===== src/rtl/i2c_seq_pkg.sv =====
// Shared encodings for the I2C register sequencer: FSM states, step codes,
// response error codes, master status bit positions and the request record.
package i2c_seq_pkg;

    // Sequencer FSM states
    localparam logic [2:0] S_IDLE      = 3'd0;
    localparam logic [2:0] S_ISSUE     = 3'd1;
    localparam logic [2:0] S_WAIT_DONE = 3'd2;
    localparam logic [2:0] S_NEXT      = 3'd3;
    localparam logic [2:0] S_RESP      = 3'd4;

    // Master steps; a write runs START_W, REG, DATA, STOP and a read runs
    // START_W, REG, START_R, STOP
    localparam logic [2:0] STEP_START_W = 3'd0;
    localparam logic [2:0] STEP_REG     = 3'd1;
    localparam logic [2:0] STEP_DATA    = 3'd2;
    localparam logic [2:0] STEP_START_R = 3'd3;
    localparam logic [2:0] STEP_STOP    = 3'd4;

    // Response error codes
    localparam logic [1:0] ERR_OK        = 2'b00;
    localparam logic [1:0] ERR_ADDR_NACK = 2'b01;
    localparam logic [1:0] ERR_DATA_NACK = 2'b10;
    localparam logic [1:0] ERR_TIMEOUT   = 2'b11;

    // Bit positions inside i_status
    localparam int ST_NACK_ADDR = 3;
    localparam int ST_NACK_DATA = 2;
    localparam int ST_TIP       = 1;
    localparam int ST_DRDY      = 0;

    typedef struct packed {
        logic       rw;
        logic [6:0] dev;
        logic [7:0] reg_a;
        logic [7:0] wdata;
    } req_t;

    // Step that follows s; the register step forks on read/write
    function automatic logic [2:0] next_step(input logic [2:0] s, input logic rw);
        case (s)
            STEP_START_W: next_step = STEP_REG;
            STEP_REG:     next_step = rw ? STEP_START_R : STEP_DATA;
            default:      next_step = STEP_STOP;
        endcase
    endfunction

    // Byte presented to the master for a given step
    function automatic logic [7:0] step_byte(input logic [2:0] s, input req_t r);
        case (s)
            STEP_START_W: step_byte = {r.dev, 1'b0};
            STEP_REG:     step_byte = r.reg_a;
            STEP_DATA:    step_byte = r.wdata;
            STEP_START_R: step_byte = {r.dev, 1'b1};
            default:      step_byte = 8'h00;
        endcase
    endfunction

endpackage


===== src/rtl/i2c_seq_timer.sv =====
// Per-step watchdog: reloaded when a step is issued, counts while the step
// is outstanding, flags expiry when the step has used up its budget.
module i2c_seq_timer #(
    parameter int             W   = 16,
    parameter logic [W-1:0]   MAX = '1
) (
    input  logic clk,
    input  logic reset,
    input  logic load,
    input  logic enable,
    output logic expired
);
    // cnt is the number of cycles already spent in the step, including the current one
    logic [W-1:0] cnt;

    // Reload to 1 so the first outstanding cycle counts; saturate at expiry
    always_ff @(posedge clk) begin
        if (reset)
            cnt <= '0;
        else if (load)
            cnt <= W'(1);
        else if (enable && !expired)
            cnt <= cnt + W'(1);
    end

    assign expired = enable && (cnt == MAX);

endmodule


===== src/rtl/i2c_reg_seq.sv =====
// I2C register read/write sequencer: turns one register request into a
// START/RW/STOP strobe sequence for a byte-level I2C master and reports
// completion with read data and an error code.
module i2c_reg_seq
    import i2c_seq_pkg::*;
#(
    parameter int                   TIMEOUT_W   = 16,
    parameter logic [TIMEOUT_W-1:0] TIMEOUT_MAX = 16'hFFFF
) (
    input  logic       m_clk,
    input  logic       reset,
    input  logic       req_valid,
    output logic       req_ready,
    input  logic       req_rw,
    input  logic [6:0] dev_addr,
    input  logic [7:0] reg_addr,
    input  logic [7:0] wr_data,
    output logic       rsp_valid,
    output logic [7:0] rsp_data,
    output logic [1:0] rsp_err,
    output logic [7:0] o_addr_cmd_data,
    output logic       o_start,
    output logic       o_rw_data,
    output logic       o_stop,
    input  logic [3:0] i_status,
    input  logic [7:0] i_data
);
    logic [2:0] state, step, nstep;
    req_t       req;
    logic [7:0] data_q;
    logic [1:0] err_q;
    logic       tmr_load, tmr_en, tmr_expired;
    logic       nack_a, nack_d, tip, drdy;
    logic       accept, rd_miss, adv;

    assign nack_a = i_status[ST_NACK_ADDR];
    assign nack_d = i_status[ST_NACK_DATA];
    assign tip    = i_status[ST_TIP];
    assign drdy   = i_status[ST_DRDY];

    assign accept  = (state == S_IDLE) && req_valid;
    assign rd_miss = (step == STEP_START_R) && !drdy;
    assign nstep   = next_step(step, req.rw);
    // NEXT moves on to another step only when the finished step was clean
    assign adv     = (state == S_NEXT) && (step != STEP_STOP) && !nack_a && !nack_d && !rd_miss;

    assign tmr_load = accept || adv;
    assign tmr_en   = (state == S_ISSUE) || (state == S_WAIT_DONE);

    i2c_seq_timer #(.W(TIMEOUT_W), .MAX(TIMEOUT_MAX)) u_timer (
        .clk     (m_clk),
        .reset   (reset),
        .load    (tmr_load),
        .enable  (tmr_en),
        .expired (tmr_expired)
    );

    // Strobes decode straight from state so they vanish the cycle ISSUE is left
    assign o_start   = (state == S_ISSUE) && ((step == STEP_START_W) || (step == STEP_START_R));
    assign o_rw_data = (state == S_ISSUE) && ((step == STEP_REG) || (step == STEP_DATA));
    assign o_stop    = (state == S_ISSUE) && (step == STEP_STOP);

    assign req_ready = (state == S_IDLE);
    assign rsp_valid = (state == S_RESP);
    assign rsp_data  = data_q;
    assign rsp_err   = err_q;

    // Sequencer FSM: step through master operations, collect status, respond
    always_ff @(posedge m_clk) begin
        if (reset) begin
            state           <= S_IDLE;
            step            <= STEP_START_W;
            req             <= '0;
            o_addr_cmd_data <= 8'h00;
            data_q          <= 8'h00;
            err_q           <= ERR_OK;
        end else begin
            case (state)
                S_IDLE: begin
                    if (accept) begin
                        req             <= '{rw: req_rw, dev: dev_addr, reg_a: reg_addr, wdata: wr_data};
                        step            <= STEP_START_W;
                        o_addr_cmd_data <= {dev_addr, 1'b0};
                        data_q          <= 8'h00;
                        err_q           <= ERR_OK;
                        state           <= S_ISSUE;
                    end
                end
                S_ISSUE, S_WAIT_DONE: begin
                    if (tmr_expired) begin
                        err_q  <= ERR_TIMEOUT;
                        data_q <= 8'h00;
                        state  <= S_RESP;
                    end else if ((state == S_ISSUE) && tip) begin
                        state <= S_WAIT_DONE;
                    end else if ((state == S_WAIT_DONE) && !tip) begin
                        state <= S_NEXT;
                    end
                end
                S_NEXT: begin
                    // STOP always completes clean; aborts skip STOP since the
                    // master returns to idle on its own after a NACK
                    if (step == STEP_STOP) begin
                        state <= S_RESP;
                    end else if (nack_a) begin
                        err_q  <= ERR_ADDR_NACK;
                        data_q <= 8'h00;
                        state  <= S_RESP;
                    end else if (nack_d || rd_miss) begin
                        err_q  <= ERR_DATA_NACK;
                        data_q <= 8'h00;
                        state  <= S_RESP;
                    end else begin
                        if (step == STEP_START_R)
                            data_q <= i_data;
                        step            <= nstep;
                        o_addr_cmd_data <= step_byte(nstep, req);
                        state           <= S_ISSUE;
                    end
                end
                S_RESP:  state <= S_IDLE;
                default: state <= S_IDLE;
            endcase
        end
    end

endmodule


===== config.mk =====
export PLATFORM = sky130hd
export DESIGN_NAME = i2c_reg_seq
export DESIGN_NICKNAME = d
export VERILOG_FILES = /design/src/rtl/i2c_seq_pkg.sv /design/src/rtl/i2c_seq_timer.sv /design/src/rtl/i2c_reg_seq.sv
export SDC_FILE = /design/constraint.sdc
export NUM_CORES = 1
export LEC_CHECK = 0
export BUFFER_PORTS_ARGS = -buffer_cell sky130_fd_sc_hd__buf_2
export CELL_PAD_IN_SITES_DETAIL_PLACEMENT = 0
export CELL_PAD_IN_SITES_GLOBAL_PLACEMENT = 1
export CORE_ASPECT_RATIO = 0.75
export CORE_MARGIN = 2
export CORE_UTILIZATION = 36
export CTS_CLUSTER_DIAMETER = 30
export DETAILED_ROUTE_END_ITERATION = 8
export MAX_ROUTING_LAYER = met4
export PLACE_DENSITY = 0.78
export SYNTH_ARGS = -nofsm -noshare
export SYNTH_HDL_FRONTEND = slang
export SYNTH_SLANG_ARGS = --single-unit

===== constraint.sdc =====
create_clock -name m_clk -period 1.8 [get_ports m_clk]
set_input_delay 0.27 -clock m_clk [delete_from_list [all_inputs] [get_ports m_clk]]
set_output_delay 0.27 -clock m_clk [all_outputs]
set_load 0.02 [all_outputs]

Word level (Yosys, flattened, before mapping)

Cells that the tools add are included.

Register bits: 64
Bits in latches: 0
Bits in writable memories: 0
Memory bits (read-only): 0
Input bits: 39
Output and inout port bits: 23
Word-level logic and storage cells: 106
Memories: 0

Add/subtract/negate cells: 1
Multipliers: 0
Div/mod/pow operators: 0
$lt $le $gt $ge: 0
Equality and inequality tests: 21
Shift operators: 0
Muxes and demuxes: 36
Bitwise logic cells: 0
Reductions and logical operators: 37

Operator list:

| operator                                                        | number |
|---|---|
| 8-bit 2-to-1 mux                                                | 10 |
| 3-bit 2-to-1 mux                                                | 11 |
| 8-bit case mux with 4 select lines                              | 1 |
| 8-bit case mux with 3 select lines                              | 1 |
| 3-bit by 2-bit == test with 1-bit output, second input constant | 6 |
| 16-bit by 1-bit adder with 16-bit output, second input constant | 1 |
| 16-bit == test, second input constant                           | 1 |
| 8-bit case mux with 2 select lines                              | 1 |
| 5-bit AND reduction                                             | 3 |
| 1-bit logical AND                                               | 13 |
| 3-bit case mux with 2 select lines                              | 2 |
| 2-bit 2-to-1 mux                                                | 5 |
| 3-bit by 1-bit == test with 1-bit output, second input constant | 3 |
| 3-bit logical NOT                                               | 3 |
| 3-bit case mux with 3 select lines                              | 1 |
| 3-bit == test, second input constant                            | 2 |
| 1-bit logical NOT                                               | 6 |
| 2-bit != test, second input constant                            | 3 |
| 2-bit case mux with 3 select lines                              | 1 |
| 1-bit logical OR                                                | 5 |
| 2-bit by 1-bit != test with 1-bit output, second input constant | 2 |
| 4-bit by 2-bit != test with 1-bit output, second input constant | 1 |
| 4-bit by 3-bit != test with 1-bit output, second input constant | 1 |
| 2-bit AND reduction                                             | 2 |
| other kinds (6)                                                 | 10 |

Longest topological paths before layout

Gate-level depths: netlist of the first run.

Word-level depth: 8
Depth in mapped cells: 6
Depth with buffers taken out: 5

Modules after synthesis

From an unflattened synthesis of the first run, not the netlist that was laid out.

Cells, all modules: 370
Area total of the unflattened synthesis: 3,135.5 µm²

By module, submodules not included:

| module        | times used | cells each | area each (µm²) | sequential area each (µm²) |
|---|---|---|---|---|
| i2c_reg_seq   | 1          | 271        | 2,304.7         | 960.9 |
| i2c_seq_timer | 1          | 99         | 830.8           | 320.3 |

Worst setup path before layout of the first run

OpenSTA, ideal clock, no wires.

Kind: register -> output
Start point: register step[0]
End point: output port o_rw_data
Arrival time: 1.602 ns
Required time: 1.530 ns
Setup slack: -0.072 ns
Cell stages (with the launch flop): 4
Path buffers: 1
Cell sequence: dfxtp_1 clkbuf_1 xor2_1 nor4b_1

Word-level cells in the longest chain between the ends: 3
Elaborated cells on any way between the ends: 4
Those cells by class: eq/ne (2); reduce/logical (2)

Ends and longest elaborated chain:

| item                                                                                                 | line               | RTL |
|---|---|---|
| from (decl)                                                                                          | i2c_reg_seq.sv:28  | `logic [2:0] state, step, nstep;` |
| from (signal assigned)                                                                               | i2c_reg_seq.sv:116 | `step <= nstep;` |
| 3-bit by 1-bit == test with 1-bit output or 3-bit by 2-bit == test with 1-bit output (tied branches) | i2c_reg_seq.sv:60  | `assign o_rw_data = (state == S_ISSUE) && ((step == STEP_REG) \|\| (step == STEP_DATA));` |
| 1-bit logical OR (*)                                                                                 | i2c_reg_seq.sv:60  |  |
| 1-bit logical AND (*)                                                                                | i2c_reg_seq.sv:60  |  |
| to (decl)                                                                                            | i2c_reg_seq.sv:23  | `output logic o_rw_data,` |

Mark *: on every way between the ends. The rest lies on a longest branch, timed or not.

Worst setup path after layout of the first run

Start point: register u_timer.cnt[0]
End point: register err_q[1] (netlist: rsp_err[1])

Word-level cells in the longest chain between the ends: 4

Ends and longest elaborated chain:

| item                                                      | line                | RTL |
|---|---|---|
| from (decl)                                               | i2c_seq_timer.sv:14 | `logic [W-1:0] cnt;` |
| from (signal assigned)                                    | i2c_seq_timer.sv:23 | `cnt <= cnt + W'(1);` |
| 16-bit == test                                            | i2c_seq_timer.sv:26 | `assign expired = enable && (cnt == MAX);` |
| 1-bit logical AND                                         | i2c_seq_timer.sv:26 |  |
| 2-bit by 1-bit != test with 1-bit output (no source line) | -                   |  |
| 5-bit AND reduction (no source line)                      | -                   |  |
| to (signal assigned)                                      | i2c_reg_seq.sv:76   | `err_q <= ERR_OK;` |
| to (signal assigned)                                      | i2c_reg_seq.sv:85   | `err_q <= ERR_OK;` |
| to (signal assigned)                                      | i2c_reg_seq.sv:91   | `err_q <= ERR_TIMEOUT;` |
| to (decl)                                                 | i2c_reg_seq.sv:31   | `logic [1:0] err_q;` |

No other way between the ends.
A chain may end at the register's enable or synchronous reset.

==> parameters.txt, run 1 <==
Parameter                              Value

Finish
  Number of nets in the finished design ... 521
  Final Core Density ... 49.8%
  Most common cell after layout, fill and taps aside ... sky130_fd_sc_hd__nand2_1
  Commonest non-fill, non-tap cells in the layout ... sky130_fd_sc_hd__nand2_1 (68), sky130_fd_sc_hd__dfxtp_1 (61), sky130_fd_sc_hd__buf_2 (60)
  Share of post-route cells with drive strength above 1 ... 29.8%
  Layout overhead on the synthesized area ... 33.9%
  Number of antenna cells inserted ... 0

Clock tree
  Sinks on the clock net ... 64
  Clock slew at reported path FFs ... 0.05 ns
  Clock root cell ... sky130_fd_sc_hd__clkbuf_16
  Clock H-tree levels ... 3
  Clock Latency Late Sink ... 0.32 ns
  Clock tree from TritonCTS ... yes
  CTS buffer count ... 9
  Buffers from clock root to sink, at most ... 2
  Hold buffers post-CTS ... 0

Placed design
  Number of buffer cells added on primary ports ... 61
  Routability Congestion ... 0.845
  Hpwl dp ... 6310 µm
  Worst Setup Slack post-DPL ... -0.00356 ns

Floorplanning
  Area inside the core boundary ... 0.00845 mm²
  Number of core rows ... 29
  Full die area ... 0.00951 mm²
  Starting density of the core ... 37.2%
  Horizontal extent of the die ... 112 µm
  Top-level I/O count ... 62
  Overall die height ... 85.0 µm

Route
  DRC Markers ... 0
  Routed Antenna Nets ... 0
  Detailed-route via count ... 3214
  Post-DR vias/cell ... 5.43
  First-pass iteration count of the detailed router ... 7
  DR iter-0 viols ... 222
  Aggregate routed wire length ... 8770 µm
  Per-cell routed wire length ... 14.8 µm

Critical path
  Worst Setup Start Kind ... flip-flop
  Endpoint of the worst-slack reg-to-reg timing path ... rsp_err[1]
  Largest driver fanout on the critical path ... 2
  Critical path data required time ... 2.04 ns
  Arr. time, crit path ... 1.97 ns
  R2R Path Start ... u_timer.cnt[0]
  R2r setup slk ... 0.07 ns
  Critical path class ... reg -> reg
  Sort of element at the end of the critical path ... flip-flop
  Worst reg-to-reg path cell count ... 5

Timing
  Share of the cycle needed by the critical path after routing ... 96.3%
  Worst slew margin ... 74.9%
  Fin Clk Skew ... 0.00380 ns
  Worst Tran Pin Value ... 0.376 ns
  Top achievable clock speed ... 0.577 GHz
  Final critical-path setup slack ... 0.0660 ns
  Final Hold Fails ... 0
  Post-route minimum period ... 1.73 ns
  Final setup TNS ... 0 ns
  RSZ-0062 raised after global routing ... yes
  Final count of negative-setup-slack endpoints ... 0
  Final count of pins violating max slew ... 0

Logic synthesis
  Number of enable-type register cells in the synthesized netlist ... 0
  Sequential area share after synthesis ... 40.7%
  Yosys reg bits ... 64
  Area of the mapped netlist ... 0.00315 mm²
  Top_reg_cell synth ... sky130_fd_sc_hd__dfxtp_1
  Mapped Avg Cell Area ... 8.13 µm²
  Synth warn ... 0
  Most area-hungry cell type in the Yosys netlist ... sky130_fd_sc_hd__dfxtp_1
  Unique masters post-synth ... 55
  Post-synth ARST share ... 0%
  Post-synthesis cell count ... 387
  Post-synth net total ... 427
  Dominant cells by area after synthesis ... sky130_fd_sc_hd__dfxtp_1 (41%), sky130_fd_sc_hd__nand2_1 (8.1%), sky130_fd_sc_hd__a21oi_1 (7.0%)
  Fraction of synthesized cell area taken by the top area cell type ... 40.7%

Global routing
  Global router's overall resource usage ... 19.5%
  Global-route wire length before repair ... 14600 µm
  Pin count of the biggest net entering global routing ... 36
  Overall overflow remaining after global route ... 0
  Number of global-route vias before repair ... 2989
  Number of antenna violations at the first check in global routing ... 0

Flow run
  Max-cap violations ... 0

Worst hold path
  Hold Path End ... rsp_data[5]
  Worst Hold Launch ... i_data[5]
  Worst Hold Class ... in -> reg
  Worst hold path stage count ... 3

Pwr
  Post-layout total power ... 0.00382 W
  Sw Ratio ... 25.3%
  Switch Pwr ... 0.000968 W
  Static Leakage ... 1.75 nW
  Clock network fraction of design power ... 45.2%
  Power per unit of standard cell area ... 907 mW/mm²
  Sequential Power Share ... 40.3%
  Cell Int Power ... 0.00285 W
  Comb power frac ... 14.5%
  Maximum vdd drop ... 0.000455 V

Run status
  Result of the run ... finished, final reports clean
## worst max-delay path, stage by stage, from the launching register on
cell                       delay (ns)
sky130_fd_sc_hd__dfxtp_2         0.35
sky130_fd_sc_hd__ha_4            0.13
sky130_fd_sc_hd__nand4_1         0.13
sky130_fd_sc_hd__or4_4           0.45
sky130_fd_sc_hd__a211o_1         0.32
sky130_fd_sc_hd__a221oi_2        0.26
## worst max-delay path by stage
| stage | endpoint | startpoint | slack (ns) | cells past startpoint |
|---|---|---|---|---|
| 3_3_place_gp | u_timer.cnt[13] | i_status[2] | 0.03 | 6 |
| 5_1_grt | rsp_err[1] | u_timer.cnt[0] | -0.02 | 5 |
| 4_1_cts | o_rw_data | state[1] | 0.02 | 4 |
| 6_report | rsp_err[1] | u_timer.cnt[0] | 0.07 | 5 |
| 2_1_floorplan | o_addr_cmd_data[1] | i_status[2] | 0.01 | 6 |
| 3_5_place_dp | u_timer.cnt[13] | i_status[2] | -0.004 | 6 |
## power by group through the flow
stage	Clock, W	Combinational [W]	Sequential (W)
final	0.00173	0.000555	0.00154
after floorplan	0	0.000303	0.00158
after CTS	0.00177	0.000552	0.00153
after global routing	0.00184	0.000617	0.00155
after detailed placement	0	0.000550	0.00156
after global placement	0	0.000545	0.00156
## synthesized netlist by cell type (7+ instances only)
library cell and instances:
sky130_fd_sc_hd__or4_1 8, sky130_fd_sc_hd__mux2i_1 11, sky130_fd_sc_hd__nand2_1 68, sky130_fd_sc_hd__nand3_1 14, sky130_fd_sc_hd__nor2b_1 8, sky130_fd_sc_hd__a222oi_1 7, sky130_fd_sc_hd__buf_2 9, sky130_fd_sc_hd__clkbuf_1 18
sky130_fd_sc_hd__o21ai_0 12, sky130_fd_sc_hd__nor2_1 24, sky130_fd_sc_hd__a32oi_1 8, sky130_fd_sc_hd__nor3_1 18, sky130_fd_sc_hd__dfxtp_1 64, sky130_fd_sc_hd__a21oi_1 44
## routing by layer
layer,track usage (%),routed length (µm)
met3,3.64,461
met2,28.3,3790
met4,5.32,99
met5,-,0
met1,27.8,4420
## what timing repair did
item	in CTS	in global routing
setup endpoints to repair	1	7
hold endpoints to repair	0	0
setup buffers	0	0
gates resized for setup	1	7
## metrics by stage
step	std cells	hold slack (ns)	cell area [µm²]
final	592	0.155	4210
after global routing	592	0.158	4210
after floorplan	387	0.387	3150
after detailed placement	578	0.447	3890
after CTS	592	0.147	4190
after global placement	578	0.441	3890
## logic make-up after synthesis
family	Yosys count	synth area share, %
buf+inv	33	4.42
flops	64	40.7
compound gates	93	19.4
xor+xnor	3	0.835
simple gates	182	30.7
mux	11	3.50
fa+ha+maj	1	0.398
## cell type report
| cell class | count | area (µm²) |
|---|---|---|
| timing repair buffer | 111 | 708 |
| multi-input combinational | 290 | 1770 |
| tap | 108 | 135 |
| sequential | 64 | 1280 |
| inverter | 5 | 18.8 |
| clock inverter | 3 | 42.5 |
| clock buffer | 11 | 253 |
| fill | 827 | 4240 |
## flip-flops by register name, summed over array words and instances, names as in the netlist
| signal | count |
|---|---|
| rsp_err | 2 |
| state | 3 |
| req | 24 |
| step | 3 |
| o_addr_cmd_data | 8 |
| rsp_data | 8 |
| u_timer.cnt | 16 |
Power figures use the tool's default switching activity.
==> inputs of run 2 (changes only) <==
Settings changed: CORE_MARGIN 2 to default, CORE_UTILIZATION 36 to 43, PLACE_DENSITY 0.78 to 0.87.
Clock period 1.8 ns to 2.1 ns, I/O delays scaled along.
==> parameters.txt, run 2 (same netlist as run 1, synthesis figures left out) <==
Parameter                              Value

Run status
  Result of the run ... finished, final reports clean

Finish
  Largest regs ... req (24), u_timer.cnt (16)
  Most common cell after layout, fill and taps aside ... sky130_fd_sc_hd__nand2_1
  Number of nets in the finished design ... 496
  Layout fillers ... 672
  Commonest non-fill, non-tap cells in the layout ... sky130_fd_sc_hd__nand2_1 (68), sky130_fd_sc_hd__dfxtp_1 (64), sky130_fd_sc_hd__buf_2 (61)
  Final Core Density ... 55.7%
  Register bank with the most flops ... req
  Layout overhead on the synthesized area ... 22.7%
  Total area of sequential cells ... 0.00128 mm²
  Final standard cell count with taps included and fillers excluded ... 560
  Total area of multi-input combinational cells ... 0.00175 mm²
  Cell area after layout ... 0.00386 mm²
  Share of post-route cells with drive strength above 1 ... 24.5%
  Flip-flop count of the largest register after layout ... 24

Floorplanning
  Top-level I/O count ... 62
  Number of core rows ... 26
  Overall die height ... 76.1 µm
  Horizontal extent of the die ... 101 µm
  Full die area ... 0.00766 mm²
  Area inside the core boundary ... 0.00693 mm²
  Starting density of the core ... 45.4%

Global routing
  Global router's overall resource usage ... 23.7%
  Number of global-route vias before repair ... 2813
  Overall overflow remaining after global route ... 0
  Number of antenna violations at the first check in global routing ... 1
  Pin count of the biggest net entering global routing ... 50
  Global-route wire length before repair ... 13700 µm

Critical path
  R2r setup slk ... 0.12 ns
  Critical path class ... reg -> reg
  Number of buffers and inverters on the critical path ... 1
  Slowest Stage Delay on Critical Path ... 0.62 ns
  Arr. time, crit path ... 2.24 ns
  Critical path data required time ... 2.35 ns
  Endpoint of the worst-slack reg-to-reg timing path ... u_timer.cnt[8]
  Sort of element at the end of the critical path ... flip-flop
  Worst Setup Start Kind ... flip-flop
  Worst reg-to-reg path cell count ... 5
  R2R Path Start ... step[2]
  Largest driver fanout on the critical path ... 21
  CP delay by family, top ... simple AND/OR/NAND/NOR gates
  CP max stage cell ... sky130_fd_sc_hd__nor3b_1
  Critical-path cell list ... nor3b_1 > or4_4 > nand2_1 > buf_4 > nor3_1

Clock tree
  Clock root cell ... sky130_fd_sc_hd__clkbuf_8
  Clock H-tree levels ... 3
  Clock slew at reported path FFs ... 0.07 ns
  Buffers from clock root to sink, at most ... 2
  Hold buffers post-CTS ... 0
  CTS resizes ... 0
  Clock Latency Late Sink ... 0.34 ns
  Sinks on the clock net ... 64
  CTS buffer count ... 9
  Clock tree from TritonCTS ... yes
  Number of buffers inserted by post-CTS setup repair ... 0

Worst hold path
  Hold Path End ... rsp_data[3]
  Worst Hold Class ... in -> reg
  Worst hold path stage count ... 3
  Worst Hold Launch ... i_data[3]

Placed design
  Worst Setup Slack post-DPL ... -0.0400 ns
  Placed cell area ... 0.00366 mm²
  Routability Congestion ... 0.828
  Number of buffer cells added on primary ports ... 61
  Total instance count after detailed placement ... 543
  Hpwl dp ... 5990 µm

Timing
  Final count of pins violating max slew ... 0
  Worst slew margin ... 51.9%
  Share of the cycle needed by the critical path after routing ... 94.4%
  Post-route minimum period ... 1.98 ns
  Final critical-path setup slack ... 0.117 ns
  Worst Tran Pin Value ... 0.720 ns
  RSZ-0062 raised after global routing ... no
  Final Hold Fails ... 0
  Fin Clk Skew ... 0.00716 ns
  Final count of negative-setup-slack endpoints ... 0
  Top achievable clock speed ... 0.504 GHz

Flow run
  Max-cap violations ... 0

Pwr
  Static Leakage ... 1.57 nW
  Post-layout total power ... 0.00279 W
  Power per unit of standard cell area ... 722 mW/mm²
  Maximum vdd drop ... 0.000480 V

Route
  DR iter-0 viols ... 257
  Per-cell routed wire length ... 15.1 µm
  Aggregate routed wire length ... 8480 µm
  First-pass iteration count of the detailed router ... 5
  Routed Antenna Nets ... 0
  Post-DR vias/cell ... 5.67
  Detailed-route via count ... 3176
  DRC Markers ... 0
-- run 2: changes by cell type in the layout (fill, tap and decap cells not counted), sizes merged --
| cell | before | now |
|---|---|---|
| buf | 111 | 86 |
| clkbuf | 11 | 10 |
| clkinv | 1 | 3 |
| clkinvlp | 1 | 2 |
| diode | 0 | 1 |
-- run 2: how the worst max path moves through the flow --
stage                startpoint                 end  slack (ns)  depth (start not counted)
global placement    i_status[2]  o_addr_cmd_data[0]       -0.01                          5
global route            step[2]     u_timer.cnt[14]        0.02                          5
floorplan               step[0]           o_rw_data        0.18                          3
detailed placement  i_status[3]  o_addr_cmd_data[0]       -0.04                          5
CTS                     step[2]  o_addr_cmd_data[0]        0.08                          4
finish                  step[2]      u_timer.cnt[8]        0.12                          5
-- run 2: cell type report --
| type | instances | area share (%) |
|---|---|---|
| sequential | 64 | 33.2 |
| clock buffer | 10 | 3.31 |
| multi-input combinational | 290 | 45.4 |
| clock inverter | 6 | 1.56 |
| tap | 98 | 3.18 |
| timing repair buffer | 86 | 12.8 |
| inverter | 5 | 0.486 |
| antenna | 1 | 0.0649 |
-- run 2: tightest hold or removal path, delay by kind of cell --
family                 cells  cell delay [ns]
buffers and inverters      1             0.08
and+or+nand+nor            1             0.05
AOI/OAI and AO/OA          1             0.04
-- run 2: per-layer routing --
metal	GRT usage, %	up-vias	share of wire (%)	wire length, µm
li1	-	1567	-	-
met1	33.8	1484	49	4120
met2	32.4	115	43	3620
met3	6.70	10	7.7	650
met4	6.52	0	1.0	85
met5	-	-	0	0
-- run 2: per-stage QoR --
| step | hold slack, ns | TNS (ns) |
|---|---|---|
| 2_1_floorplan | 0.432 | 0 |
| 3_3_place_gp | 0.442 | -0.0109 |
| 3_5_place_dp | 0.448 | -0.0400 |
| 4_1_cts | 0.163 | 0 |
| 5_1_grt | 0.174 | 0 |
| 6_report | 0.174 | 0 |
-- run 2: report_power, final --
group | total (W) | internal, W | switching [W]
combinational | 0.000436 | 0.000169 | 0.000267
sequential | 0.00132 | 0.00128 | 0.0000470
clock | 0.00103 | 0.000542 | 0.000486
total | 0.00279 | 0.00199 | 0.000800
